File: src/rtl/lut_rd_pkg.sv
// lut_rd_pkg
// Shared definitions for the LUT sweep readback engine:
//   - rd_state_e       : sweep controller states
//   - samples_per_word : number of LUT results packed into one output word
//   - words_per_sweep  : number of output words produced by one full sweep
//   - params_legal     : parameter-set sanity check used at elaboration
package lut_rd_pkg;

    typedef enum logic [1:0] {
        ST_IDLE  = 2'd0,
        ST_SWEEP = 2'd1,
        ST_DRAIN = 2'd2,
        ST_DONE  = 2'd3
    } rd_state_e;

    // Whole samples per word; any leftover high bits of a word stay 0.
    function automatic int unsigned samples_per_word(input int unsigned out_bits,
                                                     input int unsigned word_w);
        return word_w / out_bits;
    endfunction

    // Ceiling of (2^in_bits codes) / (samples per word).
    function automatic int unsigned words_per_sweep(input int unsigned in_bits,
                                                    input int unsigned out_bits,
                                                    input int unsigned word_w);
        int unsigned spw;
        int unsigned codes;
        spw   = samples_per_word(out_bits, word_w);
        codes = 32'd1 << in_bits;
        return (codes + spw - 32'd1) / spw;
    endfunction

    // Code counter must stay comfortably inside 32-bit arithmetic and at
    // least one sample has to fit in a word.
    function automatic bit params_legal(input int unsigned in_bits,
                                        input int unsigned out_bits,
                                        input int unsigned word_w);
        return (in_bits >= 32'd1) && (in_bits <= 32'd20) &&
               (out_bits >= 32'd1) && (out_bits <= word_w);
    endfunction

endpackage

File: src/rtl/lut_rd_pack.sv
// lut_rd_pack
// Packs LUT samples into words and holds one finished word for the consumer.
//   clk, rst_n   : clock, asynchronous active-low reset
//   flush        : synchronous flush (abort); wins over everything
//   clear        : sweep start; empties the pack register and slot index
//   sample_en    : controller wants to take a sample this cycle
//   sample_last  : the offered sample is the final code of the sweep
//   sample_data  : LUT result for the current code
//   sample_take  : the sample is taken (not stalled) this cycle
//   out_ready    : consumer accepts when out_valid && out_ready
//   last_fire    : the out_last word is accepted this cycle
//   out_data/out_valid/out_last : registered output word and flags
module lut_rd_pack
    import lut_rd_pkg::*;
#(
    parameter int unsigned OUT_BITS = 1,
    parameter int unsigned WORD_W   = 32
) (
    input  logic                clk,
    input  logic                rst_n,
    input  logic                flush,
    input  logic                clear,
    input  logic                sample_en,
    input  logic                sample_last,
    input  logic [OUT_BITS-1:0] sample_data,
    input  logic                out_ready,
    output logic                sample_take,
    output logic                last_fire,
    output logic [WORD_W-1:0]   out_data,
    output logic                out_valid,
    output logic                out_last
);

    localparam int unsigned SPW   = samples_per_word(OUT_BITS, WORD_W);
    localparam int unsigned IDX_W = $clog2(SPW) + 1;

    logic [IDX_W-1:0]  idx_r;
    logic [WORD_W-1:0] pack_r;
    logic [WORD_W-1:0] word_s;
    logic [WORD_W-1:0] out_data_r;
    logic              out_valid_r;
    logic              out_last_r;
    logic              complete_s;
    logic              can_load_s;
    logic              fire_s;
    logic              take_s;

    // Pack register with the current sample merged into slot idx_r.
    always_comb begin
        word_s = pack_r;
        for (int unsigned i = 0; i < SPW; i++) begin
            word_s[i*OUT_BITS +: OUT_BITS] = (idx_r == IDX_W'(i)) ?
                sample_data : pack_r[i*OUT_BITS +: OUT_BITS];
        end
    end

    // A word finishes on its last slot or on the final code; it can only
    // leave if the output register is empty or draining this very cycle.
    assign complete_s  = (idx_r == IDX_W'(SPW - 1)) || sample_last;
    assign fire_s      = out_valid_r && out_ready;
    assign can_load_s  = !out_valid_r || out_ready;
    assign take_s      = sample_en && (!complete_s || can_load_s);
    assign sample_take = take_s;
    assign last_fire   = fire_s && out_last_r;

    // Slot index and partially filled word.
    always_ff @(posedge clk or negedge rst_n) begin
        if (!rst_n) begin
            idx_r  <= {IDX_W{1'b0}};
            pack_r <= {WORD_W{1'b0}};
        end else if (flush || clear) begin
            idx_r  <= {IDX_W{1'b0}};
            pack_r <= {WORD_W{1'b0}};
        end else if (take_s && complete_s) begin
            idx_r  <= {IDX_W{1'b0}};
            pack_r <= {WORD_W{1'b0}};
        end else if (take_s) begin
            idx_r  <= idx_r + IDX_W'(1);
            pack_r <= word_s;
        end else begin
            idx_r  <= idx_r;
            pack_r <= pack_r;
        end
    end

    // Single-entry output register; contents frozen while valid && !ready.
    always_ff @(posedge clk or negedge rst_n) begin
        if (!rst_n) begin
            out_data_r  <= {WORD_W{1'b0}};
            out_valid_r <= 1'b0;
            out_last_r  <= 1'b0;
        end else if (flush) begin
            out_data_r  <= {WORD_W{1'b0}};
            out_valid_r <= 1'b0;
            out_last_r  <= 1'b0;
        end else if (take_s && complete_s) begin
            out_data_r  <= word_s;
            out_valid_r <= 1'b1;
            out_last_r  <= sample_last;
        end else if (fire_s) begin
            out_data_r  <= out_data_r;
            out_valid_r <= 1'b0;
            out_last_r  <= 1'b0;
        end else begin
            out_data_r  <= out_data_r;
            out_valid_r <= out_valid_r;
            out_last_r  <= out_last_r;
        end
    end

    assign out_data  = out_data_r;
    assign out_valid = out_valid_r;
    assign out_last  = out_last_r;

endmodule

File: src/rtl/lut_sweep_reader.sv
// lut_sweep_reader
// Sweeps every input code through a combinational LUT and streams the packed
// results out on a valid/ready interface.
//   clk, rst_n : clock, asynchronous active-low reset
//   start      : pulse, begins a sweep when idle
//   abort      : synchronous flush back to idle, highest priority
//   lut_in     : code driven to the LUT under test (registered counter)
//   lut_out    : LUT result for lut_in
//   out_data, out_valid, out_ready, out_last : packed result stream
//   busy       : sweep in progress
//   done       : one-cycle pulse after the final word is accepted
module lut_sweep_reader
    import lut_rd_pkg::*;
#(
    parameter int unsigned IN_BITS  = 8,
    parameter int unsigned OUT_BITS = 1,
    parameter int unsigned WORD_W   = 32
) (
    input  logic                clk,
    input  logic                rst_n,
    input  logic                start,
    input  logic                abort,
    output logic [IN_BITS-1:0]  lut_in,
    input  logic [OUT_BITS-1:0] lut_out,
    output logic [WORD_W-1:0]   out_data,
    output logic                out_valid,
    input  logic                out_ready,
    output logic                out_last,
    output logic                busy,
    output logic                done
);

    localparam int unsigned CODE_W = IN_BITS + 1;
    localparam logic [CODE_W-1:0] LAST_CODE = {1'b0, {IN_BITS{1'b1}}};

    if (!params_legal(IN_BITS, OUT_BITS, WORD_W)) begin : g_illegal_params
        $error("lut_sweep_reader: illegal IN_BITS/OUT_BITS/WORD_W combination");
    end

    rd_state_e         state_r;
    rd_state_e         state_next_s;
    logic [CODE_W-1:0] code_r;
    logic [CODE_W-1:0] code_next_s;
    logic              busy_r;
    logic              done_r;
    logic              clear_s;
    logic              sample_en_s;
    logic              sample_take_s;
    logic              last_fire_s;
    logic              last_code_s;

    assign last_code_s = (code_r == LAST_CODE);
    assign sample_en_s = (state_r == ST_SWEEP) && !abort;
    assign clear_s     = (state_r == ST_IDLE) && start && !abort;

    // Next-state and code-counter logic; abort overrides every state.
    always_comb begin
        state_next_s = state_r;
        code_next_s  = code_r;
        case (state_r)
            ST_IDLE: begin
                if (start) begin
                    state_next_s = ST_SWEEP;
                    code_next_s  = {CODE_W{1'b0}};
                end else begin
                    state_next_s = ST_IDLE;
                end
            end
            ST_SWEEP: begin
                if (sample_take_s) begin
                    code_next_s = code_r + CODE_W'(1);
                    if (last_code_s) begin
                        state_next_s = ST_DRAIN;
                    end else begin
                        state_next_s = ST_SWEEP;
                    end
                end else begin
                    state_next_s = ST_SWEEP;
                end
            end
            ST_DRAIN: begin
                if (last_fire_s) begin
                    state_next_s = ST_DONE;
                end else begin
                    state_next_s = ST_DRAIN;
                end
            end
            ST_DONE: begin
                state_next_s = ST_IDLE;
            end
            default: begin
                state_next_s = ST_IDLE;
                code_next_s  = {CODE_W{1'b0}};
            end
        endcase
        if (abort) begin
            state_next_s = ST_IDLE;
            code_next_s  = {CODE_W{1'b0}};
        end else begin
            state_next_s = state_next_s;
        end
    end

    // State, code counter and registered status flags.
    always_ff @(posedge clk or negedge rst_n) begin
        if (!rst_n) begin
            state_r <= ST_IDLE;
            code_r  <= {CODE_W{1'b0}};
            busy_r  <= 1'b0;
            done_r  <= 1'b0;
        end else begin
            state_r <= state_next_s;
            code_r  <= code_next_s;
            busy_r  <= (state_next_s == ST_SWEEP) || (state_next_s == ST_DRAIN);
            done_r  <= (state_next_s == ST_DONE);
        end
    end

    lut_rd_pack #(
        .OUT_BITS (OUT_BITS),
        .WORD_W   (WORD_W)
    ) u_pack (
        .clk         (clk),
        .rst_n       (rst_n),
        .flush       (abort),
        .clear       (clear_s),
        .sample_en   (sample_en_s),
        .sample_last (last_code_s),
        .sample_data (lut_out),
        .out_ready   (out_ready),
        .sample_take (sample_take_s),
        .last_fire   (last_fire_s),
        .out_data    (out_data),
        .out_valid   (out_valid),
        .out_last    (out_last)
    );

    // The low code bits drive the LUT; the extra MSB only marks sweep end.
    assign lut_in = code_r[IN_BITS-1:0];
    assign busy   = busy_r;
    assign done   = done_r;

endmodule

File: config.mk
export PLATFORM = sky130hd
export DESIGN_NAME = lut_sweep_reader
export DESIGN_NICKNAME = d
export VERILOG_FILES = /design/src/rtl/lut_rd_pkg.sv /design/src/rtl/lut_rd_pack.sv /design/src/rtl/lut_sweep_reader.sv
export SDC_FILE = /design/constraint.sdc
export NUM_CORES = 1
export LEC_CHECK = 0
export CORE_ASPECT_RATIO = 1.25
export CORE_MARGIN = 8
export CORE_UTILIZATION = 35
export DETAILED_ROUTE_END_ITERATION = 10
export GPL_ROUTABILITY_DRIVEN = 0
export SYNTH_ARGS = -nofsm -noshare
export SYNTH_HDL_FRONTEND = slang
export SYNTH_SLANG_ARGS = --single-unit
File: constraint.sdc
create_clock -name clk -period 3.1 [get_ports clk]
set_input_delay 0.465 -clock clk [delete_from_list [all_inputs] [get_ports clk]]
set_output_delay 0.465 -clock clk [all_outputs]
set_load 0.02 [all_outputs]
==> flow_metrics.py, run 1 <==
metrics = {
    "critical_path": {
        "crit_fanout": 19,
        "path_class": "reg2reg",
        "arrival_ns": 3.02,
        "end_kind": "flop",
        "cp.required_ns": 3.36,
        "setup.worst_path.start_class": "flop",
    },
    "detailed_routing": {
        "detail_route.vias_per_cell": 5.24,
        "vias": 3092,
        "ant_nets": 0,
        "first_iter_violations": 256,
        "first_pass_iters": 4,
        "drc": 0,
        "routedWlPerCell_um": 16.7,
        "wirelength_um": 9830,
    },
    "sta": {
        "grt_setup_unrepaired": "no",
        "tightest_slew_ns": 1.08,
        "setup_viol": 0,
        "fmax_mhz": 361,
        "drv_slew": 0,
        "min_period_over_period_pct": 89.3,
        "tns_ns": 0,
        "post-route-min-period_ns": 2.77,
        "fin_worst_skew_ns": 0.0104,
        "final_hold_viol_count": 0,
        "slew_headroom_pct": 27.7,
    },
    "synthesis": {
        "synth_cells": 391,
        "ys_seq_area_share_pct": 49.3,
        "syn_area_um2": 4310,
        "ys_warn_count": 0,
        "ys_types": 47,
        "synthTopCellsByArea": "dfrtp_1, mux2i_1, o2bb2ai_1",
        "syn_nets": 404,
        "syn_avg_cell_area_um2": 11.0,
        "synth_seq_cells": 85,
        "yosysTopAreaCell": "dfrtp_1",
        "synth_top_area_share_pct": 49.3,
    },
    "cts": {
        "clk_root_buffer_cell": "clkbuf_16",
        "numCtsBuffers": 9,
        "cts_tree": "done",
        "ctsResizeCount": 0,
        "clk_pin_slew_ns": 0.07,
        "postCtsHoldBufs": 0,
        "clock_latency_ns": 0.34,
        "cts_setup_buffers": 0,
        "cts.htree.levels": 3,
        "clock_path_buffers": 2,
        "cts_sinks": 85,
    },
    "finish": {
        "drive_gt1_share_pct": 8.69,
        "layout.nets": 434,
        "final_area_um2": 5100,
        "insertedDiodeCount": 0,
        "syn_to_final_growth_pct": 18.3,
    },
    "placed_design": {
        "place_area_um2": 4820,
        "port_buffers": 49,
        "dp_hpwl_um": 6410,
    },
    "pwr": {
        "clkPwrFrac_pct": 44.3,
        "netSwitchingPower_uw": 558,
        "vdd_drop_max_uv": 218,
        "p_per_area_nw_per_um2": 443,
        "leakagePower_uw": 0.00218,
        "p_comb_share_pct": 6.0,
        "internal_power_uw": 1700,
        "seq_power_share_pct": 49.7,
        "p_sw_share_pct": 24.7,
    },
    "global_route": {
        "grt_pass1_wl_um": 16600,
        "grt.overflow.total": 0,
        "grt_max_degree": 86,
        "grt_pass1_vias": 3129,
        "grt_usage_pct": 12.9,
        "antenna_found_initial": 0,
    },
    "floorplan": {
        "initial_core_util_pct": 35.6,
        "die_w_um": 115,
        "pin_count": 50,
        "fp.dieArea_um2": 16100,
        "die_h_um": 140,
        "num_rows": 45,
        "core_area_um2": 12100,
    },
    "flow_run": {
        "cap_viol_max_count": 0,
    },
    "run_status": {
        "status": "complete, no violations",
    },
    "min_path": {
        "hold_class": "in2async",
    },
}
kinds of logic after synthesis:
kind of cell | count (synthesis) | synth area share [%]
simple gates | 111 | 15.1
flops | 85 | 49.3
buf+inv | 45 | 6.15
fa+ha+maj | 7 | 2.03
compound gates | 92 | 15.5
mux | 51 | 11.8
sequential cells by signal (all words and copies together) (netlist names):
register	count
busy	1
code_r	9
done	1
state_r	2
u_pack.idx_r	6
u_pack.out_data	32
u_pack.out_last	1
u_pack.out_valid	1
u_pack.pack_r	32
cells in the mapped netlist (all sizes together):
| cell type | n |
|---|---|
| nor4 | 1 |
| and2 | 3 |
| a211oi | 11 |
| o211a | 1 |
| or4 | 2 |
| and4b | 1 |
| nand3b | 2 |
| o31ai | 2 |
| nor2 | 8 |
| clkbuf | 10 |
| a21o | 1 |
| and2b | 1 |
| a311o | 1 |
| o21ai | 10 |
| o2bb2ai | 31 |
| or3 | 6 |
| and3 | 6 |
| dfrtp | 85 |
| inv | 7 |
| o211ai | 3 |
| ha | 7 |
| mux2i | 51 |
| nand3 | 12 |
| o21bai | 2 |
| a311oi | 2 |
| or3b | 1 |
| nand4bb | 1 |
| nand4 | 4 |
| a22o | 2 |
| nor4b | 3 |
| nand2 | 30 |
| buf | 28 |
| or2 | 1 |
| a31o | 1 |
| a21oi | 24 |
| nand2b | 24 |
| and4bb | 2 |
| a221o | 1 |
| nor2b | 1 |
| nor3b | 2 |
power by group through the flow:
stage / clock network [uW] / logic, uW / registers (uW)
after global placement: 0 / 136 / 1140
after floorplan: 0 / 82.4 / 1140
after global routing: 1090 / 151 / 1120
after detailed placement: 0 / 138 / 1140
final: 1000 / 134 / 1120
after CTS: 1020 / 138 / 1120
final timing paths:
path,end,startpoint,cells after the start,slack (ns)
worst max-delay path,u_pack.pack_r[23],code_r[0],9,0.33
min in group clk,u_pack.pack_r[15],u_pack.pack_r[15],1,0.48
worst max register to register,u_pack.pack_r[23],code_r[0],9,0.33
worst min register to register,u_pack.pack_r[15],u_pack.pack_r[15],1,0.48
max in group asynchronous,u_pack.pack_r[19],rst_n,1,2.08
worst min-delay path,code_r[4],rst_n,1,0.30
cell usage in the layout, fill, tap and decap left out, drive strengths merged, types with 10 or more instances in the layout:
| cell | n |
|---|---|
| a21oi | 24 |
| clkdlybuf4s50 | 48 |
| nand2 | 30 |
| nand3 | 12 |
| nand2b | 24 |
| mux2i | 51 |
| dfrtp | 85 |
| o2bb2ai | 31 |
| a211oi | 11 |
| o21ai | 10 |
per-layer routing:
metal  share of wire [%]  routed length (um)  track usage, %  up-vias
met5                   0                   0               0        -
met4                 1.9                 191            5.83        0
met3                 5.0                 496            3.01       11
met2                  46                4550            19.7       63
met1                  47                4600            16.9     1542
li1                    -                   -               -     1476
area by class of cell:
cell class	instances	area, um2
fillers	1172	7010
flip-flops and latches	85	2130
multi-input cells	261	1920
repair buffers	57	548
clock buffers	9	225
well taps	164	205
clock inverters	7	48.8
inverters	7	26.3
worst max-delay path, stage by stage (launching register included):
cell and delay, ns:
dfrtp_1 0.42, ha_1 0.24, and3_1 0.16, and3_1 0.15, ha_1 0.25, nand3b_1 0.19, o211ai_2 0.13, and2_1 0.61
buf_4 0.37, o2bb2ai_1 0.14
metrics by stage:
step | power, uW | util, % | instances | setup slack [ns] | hold slack, ns
after floorplan | 1230 | - | 391 | 0.838 | 0.169
after global placement | 1280 | 39.9 | 574 | 0.465 | 0.458
after detailed placement | 1280 | 39.9 | 574 | 0.376 | 0.468
after CTS | 2280 | 42.1 | 590 | 0.339 | 0.376
after global routing | 2360 | 42.1 | 590 | 0.134 | 0.420
final | 2260 | 42.1 | 590 | 0.332 | 0.301
No activity file was read; power rests on OpenSTA's default activity.
==> inputs of run 2 (changes only) <==
Settings changed: CORE_UTILIZATION 35 to 46, PLACE_DENSITY set to 0.68.
==> run 2 against run 1 <==
Net effect: total power up 10%; sequential power about the same; sequential share of layout area down 0.15 points; critical path depth unchanged; register-to-register slack better by 0.12 ns; via count down 1.8%; hold slack better by 0.027 ns; first-iteration DRC count down 34%; clock-buffer cell count up 3; routed wire length down 4.3%; non-clock buffer count down 3.
==> flow_metrics.py, run 2 (synthesized netlist as in run 1, its figures left out) <==
metrics = {
    "run_status": {
        "status": "complete, no violations",
    },
    "critical_path": {
        "rrSetupSlack_ns": 0.45,
        "worstSetupEndpoint": "u_pack.idx_r[1]",
        "worst_r2r_path_depth": 9,
        "cp.required_ns": 3.33,
        "critical-path-top-delay-family": "simple AND/OR/NAND/NOR gates",
        "end_kind": "flop",
        "crit_start": "code_r[0]",
        "critical-path-max-stage-delay_ns": 0.43,
        "crit_fanout": 32,
        "path_class": "reg2reg",
        "critPathSlowestCell": "dfrtp_1",
        "arrival_ns": 2.88,
        "worstReg2RegStart": "code_r[0]",
        "crit_buf_inv": 1,
        "setup.worst_path.start_class": "flop",
        "worstReg2RegEnd": "u_pack.idx_r[1]",
        "worstSetupPathDepth": 9,
        "cp_cell_sequence": "ha_1 -> and3_1 -> and3_1 -> ha_1 -> nand3b_1 -> o211ai_2 -> and2_1 -> buf_12 -> a22o_1",
    },
    "cts": {
        "ctsResizeCount": 0,
        "cts_setup_buffers": 0,
        "clk_root_buffer_cell": "clkbuf_16",
        "postCtsHoldBufs": 0,
        "cts.htree.levels": 3,
        "clock_latency_ns": 0.34,
        "cts_sinks": 85,
        "clock_path_buffers": 2,
        "clk_pin_slew_ns": 0.06,
        "cts_tree": "done",
        "numCtsBuffers": 9,
    },
    "detailed_routing": {
        "ant_nets": 0,
        "wirelength_um": 9410,
        "vias": 3036,
        "drc": 0,
        "first_iter_violations": 169,
        "detail_route.vias_per_cell": 5.56,
        "first_pass_iters": 4,
        "routedWlPerCell_um": 17.2,
    },
    "sta": {
        "drv_slew": 0,
        "fmax_mhz": 377,
        "final_hold_viol_count": 0,
        "fin_worst_skew_ns": 0.00637,
        "grt_setup_unrepaired": "no",
        "slew_headroom_pct": 28.4,
        "min_period_over_period_pct": 85.5,
        "tns_ns": 0,
        "post-route-min-period_ns": 2.65,
        "tightest_slew_ns": 1.07,
        "setup_viol": 0,
    },
    "global_route": {
        "grt_max_degree": 86,
        "grt_pass1_vias": 3126,
        "grt_pass1_wl_um": 16000,
        "antenna_found_initial": 0,
        "grt.overflow.total": 0,
        "grt_usage_pct": 15.8,
    },
    "pwr": {
        "leakagePower_uw": 0.00220,
        "vdd_drop_max_uv": 250,
        "p_per_area_nw_per_um2": 486,
        "power.total_uw": 2490,
    },
    "finish": {
        "layout_commonest_cell": "dfrtp_1",
        "insertedDiodeCount": 0,
        "drive_gt1_share_pct": 7.57,
        "post-route-util_pct": 56.1,
        "nFillCells": 792,
        "layout.nets": 431,
        "stdcell_count": 546,
        "final_cell_mix": "dfrtp_1, mux2i_1, clkdlybuf4s50_1",
        "syn_to_final_growth_pct": 18.7,
    },
    "floorplan": {
        "core_area_um2": 9130,
        "num_rows": 39,
        "die_h_um": 124,
        "pin_count": 50,
        "initial_core_util_pct": 47.2,
        "die_w_um": 103,
        "fp.dieArea_um2": 12700,
    },
    "placed_design": {
        "port_buffers": 49,
        "dp_hpwl_um": 6070,
        "placed_cells": 530,
    },
    "flow_run": {
        "cap_viol_max_count": 0,
    },
    "min_path": {
        "hold_class": "in2async",
    },
}
[run 2: cell count changes in the layout (fill, tap and decap cells not counted), sizes merged]
| cell | delta |
|---|---|
| clkinvlp | -1 |
| buf | -3 |
| clkbuf | +3 |
| inv | -2 |
| clkinv | -3 |
| bufinv | +3 |
[run 2: power breakdown]
group	internal, uW	switching [uW]
clock	808	421
sequential	1120	7.40
combinational	39.8	94.3
[run 2: cell type report]
| cell class | count | area [um2] | area share [%] |
|---|---|---|---|
| flip-flops and latches | 85 | 2130 | 41.6 |
| multi-input cells | 261 | 1920 | 37.5 |
| well taps | 123 | 154 | 3.01 |
| clock buffers | 12 | 246 | 4.82 |
| clock inverters | 4 | 95.1 | 1.86 |
| repair buffers | 54 | 551 | 10.8 |
| inverters | 7 | 26.3 | 0.513 |
[run 2: worst register-to-register path, stage by stage, from the launching register on]
cell and delay, ns:
dfrtp_1 0.43, ha_1 0.27, and3_1 0.17, and3_1 0.17, ha_1 0.25, nand3b_1 0.19
o211ai_2 0.30, and2_1 0.33, buf_12 0.19, a22o_1 0.25
[run 2: worst min path at each step]
stage	to	slack, ns
after floorplan	busy	0.17
after global placement	u_pack.pack_r[15]	0.46
after detailed placement	u_pack.pack_r[15]	0.47
after CTS	code_r[4]	0.37
after global routing	code_r[2]	0.43
final	code_r[2]	0.33
[run 2: through the flow]
stage | worst slack, ns | hold WS (ns) | area (um2)
finish | 0.449 | 0.329 | 5120
global route | 0.286 | 0.428 | 5120
CTS | 0.438 | 0.366 | 5120
detailed placement | 0.453 | 0.471 | 4780
global placement | 0.543 | 0.459 | 4780
floorplan | 0.838 | 0.169 | 4310
[run 2: routing by layer]
metal  GRT usage [%]  vias to the layer above  wire [um]
li1                -                     1468          -
met1            19.9                     1501       4320
met2            24.5                       58       4480
met3            4.31                        9        464
met4            6.93                        0        150
met5               0                        -          0
==> inputs of run 3 (changes only) <==
Settings changed: CORE_MARGIN 8 to 3, PLACE_DENSITY 0.68 to 0.66.
==> run 3 against run 2 <==
Net effect: global-route usage up 3.5 points; clock power down 35%; non-clock buffer count up 5; hold slack worse by 0.048 ns; die area down 17%; first-iteration DRC count up 43%; clock skew up 0.0051 ns; cell count up 0.18%; flip-flop and latch count unchanged; routed wire length down 0.97%; via count up 1.6%; highest routed layer unchanged.
==> flow_metrics.py, run 3 (synthesized netlist as in run 1, its figures left out) <==
metrics = {
    "critical_path": {
        "setup.worst_path.start_class": "flop",
        "crit_start": "code_r[0]",
        "critical-path-top-delay-family": "simple AND/OR/NAND/NOR gates",
        "cp.required_ns": 3.39,
        "crit_fanout": 23,
        "crit_buf_inv": 1,
        "critPathSlowestCell": "and2_1",
        "path_class": "reg2reg",
        "end_kind": "flop",
        "cp_cell_sequence": "ha_1 -> and3_1 -> and3_1 -> ha_1 -> nand3b_1 -> o211ai_2 -> and2_1 -> buf_4 -> o2bb2ai_1",
        "critical-path-max-stage-delay_ns": 0.76,
        "worstReg2RegStart": "code_r[0]",
        "arrival_ns": 3.17,
    },
    "sta": {
        "fin_ws_ns": 0.222,
        "fin_worst_skew_ns": 0.0115,
        "grt_setup_unrepaired": "no",
        "final_hold_viol_count": 0,
        "setup_viol": 0,
        "post-route-min-period_ns": 2.88,
        "drv_slew": 0,
        "min_period_over_period_pct": 92.8,
        "fmax_mhz": 347,
        "slew_headroom_pct": 29.4,
        "tightest_slew_ns": 1.06,
        "tns_ns": 0,
    },
    "floorplan": {
        "core_area_um2": 8890,
        "num_rows": 38,
        "fp.dieArea_um2": 10600,
        "initial_core_util_pct": 48.5,
        "pin_count": 50,
        "die_h_um": 114,
        "die_w_um": 92.6,
    },
    "finish": {
        "drive_gt1_share_pct": 8.90,
        "insertedDiodeCount": 0,
        "layout_commonest_cell": "dfrtp_1",
        "nFillCells": 804,
        "layout.nets": 436,
        "final_cell_mix": "dfrtp_1, mux2i_1, clkdlybuf4s50_1",
        "syn_to_final_growth_pct": 15.6,
    },
    "detailed_routing": {
        "wl_met3_um": 301,
        "met1_length_um": 4510,
        "routedWlPerCell_um": 17.0,
        "dr_wl_met2_um": 4370,
        "vias": 3085,
        "detail_route.vias_per_cell": 5.64,
        "first_iter_violations": 241,
        "first_pass_iters": 5,
        "drc": 0,
        "highest_layer": "met4",
        "wirelength_um": 9320,
        "ant_nets": 0,
    },
    "global_route": {
        "grt_usage_pct": 19.3,
        "grt.overflow.total": 0,
        "grt_max_degree": 86,
        "antenna_found_initial": 0,
        "grt_pass1_wl_um": 16100,
        "grt_pass1_vias": 3111,
    },
    "min_path": {
        "hold_class": "in2async",
    },
    "cts": {
        "clk_pin_slew_ns": 0.08,
        "clock_path_buffers": 2,
        "postCtsHoldBufs": 0,
        "cts.htree.levels": 3,
        "numCtsBuffers": 9,
        "cts_sinks": 85,
        "ctsResizeCount": 0,
        "clk_root_buffer_cell": "clkbuf_8",
        "cts_tree": "done",
        "cts_setup_buffers": 0,
        "clock_latency_ns": 0.37,
    },
    "placed_design": {
        "port_buffers": 49,
        "dp_hpwl_um": 6010,
        "place_ws_ns": 0.242,
    },
    "run_status": {
        "status": "complete, no violations",
    },
    "pwr": {
        "leakagePower_uw": 0.00215,
        "vdd_drop_max_uv": 217,
        "p_per_area_nw_per_um2": 414,
    },
    "flow_run": {
        "cap_viol_max_count": 0,
    },
}
## run 3: area by class of cell
| cell class | count | area, um2 | area share [%] |
|---|---|---|---|
| Multi-Input combinational cell | 261 | 1920 | 38.5 |
| Timing Repair Buffer | 59 | 563 | 11.3 |
| Sequential cell | 85 | 2130 | 42.7 |
| Tap cell | 120 | 150 | 3.01 |
| Inverter | 7 | 26.3 | 0.527 |
| Clock inverter | 4 | 47.5 | 0.954 |
| Clock buffer | 11 | 151 | 3.04 |
## run 3: worst paths after layout
path	end	slack, ns	cells after the start
setup reg to reg	u_pack.pack_r[30]	0.22	9
min in group clk	u_pack.pack_r[9]	0.49	1
setup / recovery	u_pack.pack_r[30]	0.22	9
max in group asynchronous	u_pack.out_data[10]	2.14	1
hold reg to reg	u_pack.pack_r[9]	0.49	1
hold / removal	code_r[2]	0.28	1
## run 3: where the power goes
part	internal (uW)	switching [uW]	total [uW]	leakage [uW]
Clock	409	395	804	0.000101
Sequential	1110	7.14	1120	0.00118
Combinational	40.5	96.3	137	0.000869
Total	1560	498	2060	0.00215
## run 3: layer usage
layer / global-route usage [%] / vias to the layer above
li1: - / 1476
met4: 7.73 / 0
met5: 0 / -
met1: 26.2 / 1539
met3: 3.48 / 10
met2: 30.6 / 60
## run 3: through the flow
step	hold slack, ns	util (%)	power [uW]	cells	instance area [um2]
CTS	0.320	56.1	2090	547	4980
floorplan	0.169	-	1230	391	4310
finish	0.281	56.1	2060	547	4980
global placement	0.459	53.8	1280	532	4780
global route	0.360	56.1	2150	547	4980
detailed placement	0.474	53.8	1280	532	4780
